<file path="src/rtl/m_sw_debounce.sv">
// Switch input conditioner: 2-FF synchroniser plus per-channel stability-counter debounce,
// producing a clean level and registered 1-cycle rise/fall pulses for each channel.
//
// Per-channel state (implicit, derived from s2_q vs out_q):
//   state    | meaning
//   IDLE     | synchronised input matches sw_out, counter parked at 0
//   CHANGING | synchronised input differs, counter advances toward acceptance
module m_sw_debounce #(
    parameter int N_CH          = 2,
    parameter int STABLE_CYCLES = 16
) (
    input  logic            clk,
    input  logic            rst_n,
    input  logic [N_CH-1:0] sw_in,
    output logic [N_CH-1:0] sw_out,
    output logic [N_CH-1:0] sw_rise,
    output logic [N_CH-1:0] sw_fall,
    output logic            any_edge
);

    localparam int CNT_W = $clog2(STABLE_CYCLES + 1);
    localparam logic [CNT_W-1:0] CNT_LAST = CNT_W'(STABLE_CYCLES - 1);

    logic [N_CH-1:0]            s1_q;
    logic [N_CH-1:0]            s2_q;
    logic [N_CH-1:0]            out_q;
    logic [N_CH-1:0]            out_d;
    logic [N_CH-1:0]            rise_q;
    logic [N_CH-1:0]            rise_d;
    logic [N_CH-1:0]            fall_q;
    logic [N_CH-1:0]            fall_d;
    logic [N_CH-1:0][CNT_W-1:0] cnt_q;
    logic [N_CH-1:0][CNT_W-1:0] cnt_d;

    always_ff @(posedge clk or negedge rst_n) begin
        if (!rst_n) begin
            s1_q   <= '0;
            s2_q   <= '0;
            out_q  <= '0;
            rise_q <= '0;
            fall_q <= '0;
            cnt_q  <= '0;
        end else begin
            s1_q   <= sw_in;
            s2_q   <= s1_q;
            out_q  <= out_d;
            rise_q <= rise_d;
            fall_q <= fall_d;
            cnt_q  <= cnt_d;
        end
    end

    // A returning level (s2 == sw_out) discards any partial count: the run must be unbroken.
    always_comb begin
        cnt_d  = '0;
        out_d  = out_q;
        rise_d = '0;
        fall_d = '0;
        for (int i = 0; i < N_CH; i++) begin
            if (s2_q[i] != out_q[i]) begin
                if (cnt_q[i] == CNT_LAST) begin
                    out_d[i]  = s2_q[i];
                    rise_d[i] = s2_q[i];
                    fall_d[i] = ~s2_q[i];
                end else begin
                    cnt_d[i] = cnt_q[i] + CNT_W'(1);
                end
            end
        end
    end

    always_comb begin
        sw_out   = out_q;
        sw_rise  = rise_q;
        sw_fall  = fall_q;
        any_edge = |(rise_q | fall_q);
    end

endmodule

</file>
<file path="config.mk">
export PLATFORM = sky130hd
export DESIGN_NAME = m_sw_debounce
export DESIGN_NICKNAME = d
export VERILOG_FILES = /design/src/rtl/m_sw_debounce.sv
export SDC_FILE = /design/constraint.sdc
export NUM_CORES = 1
export LEC_CHECK = 0
export ABC_AREA = 1
export CAP_MARGIN = 10
export CORE_MARGIN = 2
export CORE_UTILIZATION = 45
export CTS_BUF_LIST = sky130_fd_sc_hd__clkbuf_4 sky130_fd_sc_hd__clkbuf_8
export CTS_CLUSTER_SIZE = 40
export DETAILED_ROUTE_END_ITERATION = 12
export PLACE_DENSITY = 0.68
export SYNTH_ARGS = -nofsm -noshare
export SYNTH_HDL_FRONTEND = slang
export SYNTH_SLANG_ARGS = --single-unit
</file>
<file path="constraint.sdc">
create_clock -name clk -period 3.02 [get_ports clk]
set_input_delay 0.604 -clock clk [delete_from_list [all_inputs] [get_ports clk]]
set_output_delay 0.604 -clock clk [all_outputs]
set_load 0.03 [all_outputs]
</file>
# == Yosys cells after proc, flatten, opt, wreduce, memory -nomap -nowiden ==
# Index checks and enable logic that the tools add are counted.
# totals
inputBits,4
reg_bits,20
# classes
muxes,12
n_bitwise,3
eq_ne,4
reduce_logical,3
add_sub_neg,2
# op_table
op,n
two-way mux 5 bit,4
"adder 5 x 1 -> 5 bit, second input constant",2
"equality test 5 x 4 -> 1 bit, second input constant",2
two-way mux 1 bit,8
AND reduction 2 bit,2
!= test 1 bit,2
inverter 1 bit,2
bitwise OR 2 bit,1
OR reduction 2 bit,1

# == Longest topological paths before layout ==
# Gate-level depths: netlist of the first run.
# depth
word_depth,3
mapped_depth,5
ltp_nobuf,5

# == Worst setup path before layout of the first run ==
# No wires, ideal clock.
# synth_timing
path_kind,reg-to-output
from,reg fall_q[1] (netlist: sw_fall[1])
to,out any_edge
slack_ns,1.617
path_stages_with_launch,3
t_arrival_ns,0.799
n_path_buf,0
required_ns,2.416
cell_sequence,dfrtp_1 > nor2_1 > nand2_1
# synth_via
elab_chain_cells,2
# synth_rtl
item,line,text
from (decl),30,logic [N_CH-1:0] fall_q;
from (signal assigned),48,fall_q <= fall_d;
bitwise OR 2 bit,76,any_edge = |(rise_q | fall_q);
OR reduction 2 bit,76,
to (decl),18,output logic any_edge
# No other way between the ends.

# == Worst setup path in the final report of the first run ==
# Ends and elaborated chain as after synthesis.

==> flow_summary.ini, run 1 <==
[outcome]
status = finished, final reports clean

[floorplan]
core_um2 = 1690
start_util_pct = 46.7
die_x_um = 45.9
die_area_um2 = 2100
die_height_um = 45.9
rows = 15
io_pins = 11

[power]
power.density_nw_per_um2 = 548
vdd_ir_drop_max_mv = 0.302
total_power_uw = 527
leakagePower_nw = 0.497

[clock_tree]
ctsHoldBuffers = 0
root_buffer = clkbuf_4
numCtsBuffers = 3
post_cts_resized = 0
post_cts_buffers = 0
clkLatencyLatePin_ns = 0.31
cts_tree = done
htree_levels = 1
path_clk_slew_ns = 0.11
cts_num_sinks = 20
clockBufferDepth = 2

[setup_path]
crit_chain = nor2_1 -> nand2_1 -> clkdlybuf4s50_1
worstPathRequired_ns = 2.42
end_kind = primary output
cp-start-kind = flip-flop
worstPathArrival_ns = 1.43
crit_type = reg2out
slowest_delay_ns = 0.58
cp_max_fo = 2
slowest_stage = clkdlybuf4s50_1

[placed_design]
routabilityCongestion = 0.735
io_buffers = 10
dpl.hpwl_um = 862

[final_layout]
drive_above_1_share_pct = 6.19
final_nets = 104
area_growth_pct = 22.1
antenna_cells = 0
ff_latch_area_um2 = 500
fillers = 138
multiInputGateArea_um2 = 243
final_cell_mix = nand2_1, dfrtp_1, nor2_1, inv_1, clkdlybuf4s50_1

[synth]
syn-num-nets = 89
syn_inst = 83
seq_area_frac_synth_pct = 63.5
yosysWarnings = 0
synthTopCellsByArea = dfrtp_1, nand2_1, nor2_1
synth_top_area_share_pct = 63.5
ys_seq_elements = 20
yosysUniqueCellTypes = 10
syn_area_um2 = 788
synth_area_leader_cell = dfrtp_1
avgSynthCellArea_um2 = 9.50

[global_routing]
antenna_found_initial = 0
grt_pass1_vias = 492
grt_pass1_wl_mm = 2.00
grt_max_degree = 21
grt_usage_pct = 14.2
grt-ovfl-total = 0

[hold_path]
hold_path.class = reg2reg

[route]
num_vias = 556
postRouteAntennaNets = 0
drt_iter0_markers = 8
routed_wl_mm = 1.20
firstDrtPassIters = 4
vias_per_cell = 4.88
drc = 0
wl_per_cell_um = 10.5

[sta]
fmax_mhz = 492
skew_ns = 0.00922
rsz0062_at_grt = no
hold_viol = 0
holdWs_ns = 0.361
maxSlewHeadroom_pct = 42.8
max_slew.worst_pin.slew_ns = 0.855
setup_tns_ns = 0
setup_viol = 0
fin_crit_sh_pct = 67.3
period_needed_ns = 2.03
drv_slew = 0

[flow_run]
drv_cap = 0
[worst max-delay path, delay by kind of cell, from the launching register on]
kind	cells	cell delay, ns
AND/OR/NAND/NOR	2	0.15
flip-flops	1	0.39
buffers and inverters	1	0.58
[power by group]
group	switching, mW	internal [mW]
clock network	0.0817	0.134
registers	0.00831	0.277
logic	0.0147	0.0111
[cell families (layout without fill, tap and decap cells)]
kind of cell / Yosys count / count (layout) / share of synthesized area (%)
xor gates and xnor gates: 2 / 2 / 2.22
adders and majority gates: 2 / 2 / 3.17
DFF: 20 / 20 / 63.5
buffers and inverters: 12 / 26 / 5.71
and+or+nand+nor: 47 / 47 / 25.4
[area by class of cell]
| cell class | instances | share of cell area [%] |
|---|---|---|
| clock buffer | 3 | 2.34 |
| timing repair buffer | 10 | 10.4 |
| clock inverter | 1 | 3.12 |
| sequential | 20 | 52.0 |
| multi-input combinational | 51 | 25.2 |
| inverter | 12 | 4.68 |
| tap | 17 | 2.21 |
[stage by stage]
stage          utilization, %  setup WS, ns  instances  instance area (µm²)
3_3_place_gp             53.9          1.33        110                  910
4_1_cts                  57.0         0.972        114                  962
3_5_place_dp             53.9          1.32        110                  910
2_1_floorplan               -          1.62         83                  788
6_report                 57.0         0.989        114                  962
5_1_grt                  57.0         0.923        114                  962
[per-layer routing]
| layer | wire (µm) | share of wire [%] | vias to the layer above | global-route usage (%) |
|---|---|---|---|---|
| met5 | 0 | 0 | - | 0 |
| met4 | 33 | 2.7 | 0 | 8.57 |
| met3 | 44 | 3.7 | 5 | 4.76 |
| met2 | 568 | 47 | 12 | 21.7 |
| met1 | 556 | 46 | 253 | 17.2 |
| li1 | - | - | 286 | - |
[synthesized netlist by cell type]
| library cell | count |
|---|---|
| ha_1 | 2 |
| inv_1 | 12 |
| nand4_1 | 3 |
| nor2_1 | 18 |
| xnor2_1 | 2 |
| nand2_1 | 20 |
| dfrtp_1 | 20 |
| nand2_2 | 1 |
| nand3_1 | 4 |
| nand4_2 | 1 |
[path summary, 6_finish.rpt]
path | startpoint | endpoint | slack, ns | cells after the start
max | sw_fall[1]$_DFF_PN0_ | any_edge | 0.99 | 3
min | s1_q[1]$_DFF_PN0_ | s2_q[1]$_DFF_PN0_ | 0.36 | 0
max reg2reg | cnt_q[0]$_DFF_PN0_ | cnt_q[0]$_DFF_PN0_ | 1.93 | 4
min reg2reg | s1_q[1]$_DFF_PN0_ | s2_q[1]$_DFF_PN0_ | 0.36 | 0
max in group asynchronous | rst_n | cnt_q[2]$_DFF_PN0_ | 1.72 | 1
min in group asynchronous | rst_n | s1_q[0]$_DFF_PN0_ | 0.77 | 1
[state kept, by name (all words and copies together), names as in the netlist]
name and cells:
cnt_q 10, s1_q 2, s2_q 2, sw_fall 2, sw_out 2, sw_rise 2
No activity file was read; power rests on OpenSTA's default activity.
==> run 2, diff against run 1 <==
==> constraint.sdc (replaced) <==
create_clock -name clk -period 2 [get_ports clk]
set_input_delay 0.4 -clock clk [delete_from_list [all_inputs] [get_ports clk]]
set_output_delay 0.4 -clock clk [all_outputs]
set_load 0.03 [all_outputs]
==> run 2 against run 1 <==
Net effect:
- first-iteration DRC count increased by 50%
- worst hold slack improved by 0.0029 ns
- clock skew about the same
- power increased by 54%
- worst setup slack got worse by 0.84 ns
- critical endpoint unchanged
- largest power group unchanged
==> flow_summary.ini, run 2 (same netlist as run 1, synthesis figures left out) <==
[global_routing]
grt_pass1_vias = 459
grt_max_degree = 21
grt_pass1_wl_mm = 1.90
antenna_found_initial = 0
grt_usage_pct = 13.7
grt-ovfl-total = 0

[floorplan]
die_x_um = 45.9
rows = 15
start_util_pct = 46.7
die_height_um = 45.9
io_pins = 11
die_area_um2 = 2100
core_um2 = 1690

[placed_design]
dpl.hpwl_um = 846
routabilityCongestion = 0.752
io_buffers = 10

[setup_path]
worstRegToRegCells = 4
reg2reg_slack_ns = 0.89
worstPathRequired_ns = 1.60
cp_max_fo = 2
crit_type = reg2out
worstPathArrival_ns = 1.45
cp-start-kind = flip-flop
end_kind = primary output

[route]
routed_wl_mm = 1.19
drc = 0
vias_per_cell = 4.73
num_vias = 544
postRouteAntennaNets = 0
wl_per_cell_um = 10.4
firstDrtPassIters = 3
drt_iter0_markers = 12

[sta]
drv_slew = 0
fin_crit_sh_pct = 92.5
hold_viol = 0
setup_tns_ns = 0
rsz0062_at_grt = no
setup_viol = 0
period_needed_ns = 1.85
max_slew.worst_pin.slew_ns = 0.306
fmax_mhz = 541
maxSlewHeadroom_pct = 79.5
skew_ns = 0.00898

[final_layout]
finish.utilization_pct = 57.4
final_nets = 105
largest_reg_flops = 10
drive_above_1_share_pct = 7.14
top_register = cnt_q
area_growth_pct = 23.0
antenna_cells = 0
final_cell_mix = nand2_1, dfrtp_1, nor2_1, inv_1, clkdlybuf4s50_1

[clock_tree]
path_clk_slew_ns = 0.13
cts_tree = done
numCtsBuffers = 3
htree_levels = 1
ctsHoldBuffers = 0
post_cts_resized = 0
clockBufferDepth = 2
cts_num_sinks = 20
post_cts_buffers = 0
root_buffer = clkbuf_4
clkLatencyLatePin_ns = 0.31

[flow_run]
drv_cap = 0

[power]
power.density_nw_per_um2 = 837
leakagePower_nw = 0.502
vdd_ir_drop_max_mv = 0.446

[outcome]
status = finished, final reports clean

[hold_path]
min_path_cells = 0
hold_path.class = reg2reg
==> run 2: worst paths after layout <==
path / startpoint / to
worst min register to register: s1_q[1]$_DFF_PN0_ / s2_q[1]$_DFF_PN0_
worst max-delay path: sw_fall[1]$_DFF_PN0_ / any_edge
min in group asynchronous: rst_n / s1_q[0]$_DFF_PN0_
worst max register to register: cnt_q[0]$_DFF_PN0_ / cnt_q[0]$_DFF_PN0_
max in group asynchronous: rst_n / sw_rise[0]$_DFF_PN0_
worst min-delay path: s1_q[1]$_DFF_PN0_ / s2_q[1]$_DFF_PN0_
==> run 2: cell type report <==
| type | instances | area, µm² |
|---|---|---|
| clock inverters | 1 | 30.0 |
| well taps | 17 | 21.3 |
| multi-input cells | 51 | 243 |
| flip-flops and latches | 20 | 500 |
| repair buffers | 11 | 108 |
| clock buffers | 3 | 22.5 |
| inverters | 12 | 45.0 |
| fillers | 141 | 719 |
==> run 2: through the flow <==
stage               cell area (µm²)  instances  hold slack, ns  total power, mW  worst slack (ns)
finish                          970        115           0.364            0.811             0.150
floorplan                       788         83           0.104            0.459             0.801
detailed placement              917        111           0.335            0.481             0.495
global route                    970        115           0.375            0.841             0.103
global placement                917        111           0.335            0.479             0.516
CTS                             970        115           0.363            0.815             0.135
==> run 2: where the power goes <==
group	switching (mW)	internal (mW)	leakage (nW)	total, mW
Clock	0.137	0.203	0.0279	0.340
Combinational	0.0228	0.0183	0.209	0.0411
Sequential	0.0125	0.418	0.265	0.431
Total	0.172	0.639	0.502	0.811
==> run 2: critical path, cell delays in order (launching register included) <==
cell and delay [ns]:
dfrtp_1 0.40, nor2_1 0.10, nand2_1 0.05, clkdlybuf4s50_1 0.58
==> run 2: per-layer routing <==
layer / part of all wire (%) / GRT usage, %
met5: 0 / 0
met3: 3.1 / 3.57
met4: 4.3 / 13.7
met1: 50 / 17.6
met2: 42 / 18.1
==> run 3, diff against run 2 <==
--- a/config.mk
+++ b/config.mk
@@ -13,6 +13,7 @@
 export CTS_CLUSTER_SIZE = 40
 export DETAILED_ROUTE_END_ITERATION = 12
 export PLACE_DENSITY = 0.68
+export SKIP_CTS_REPAIR_TIMING = 1
 export SYNTH_ARGS = -nofsm -noshare
 export SYNTH_HDL_FRONTEND = slang
 export SYNTH_SLANG_ARGS = --single-unit
==> results of run 3 <==
No change in the layout: final DEF, timing and power equal those of run 2.
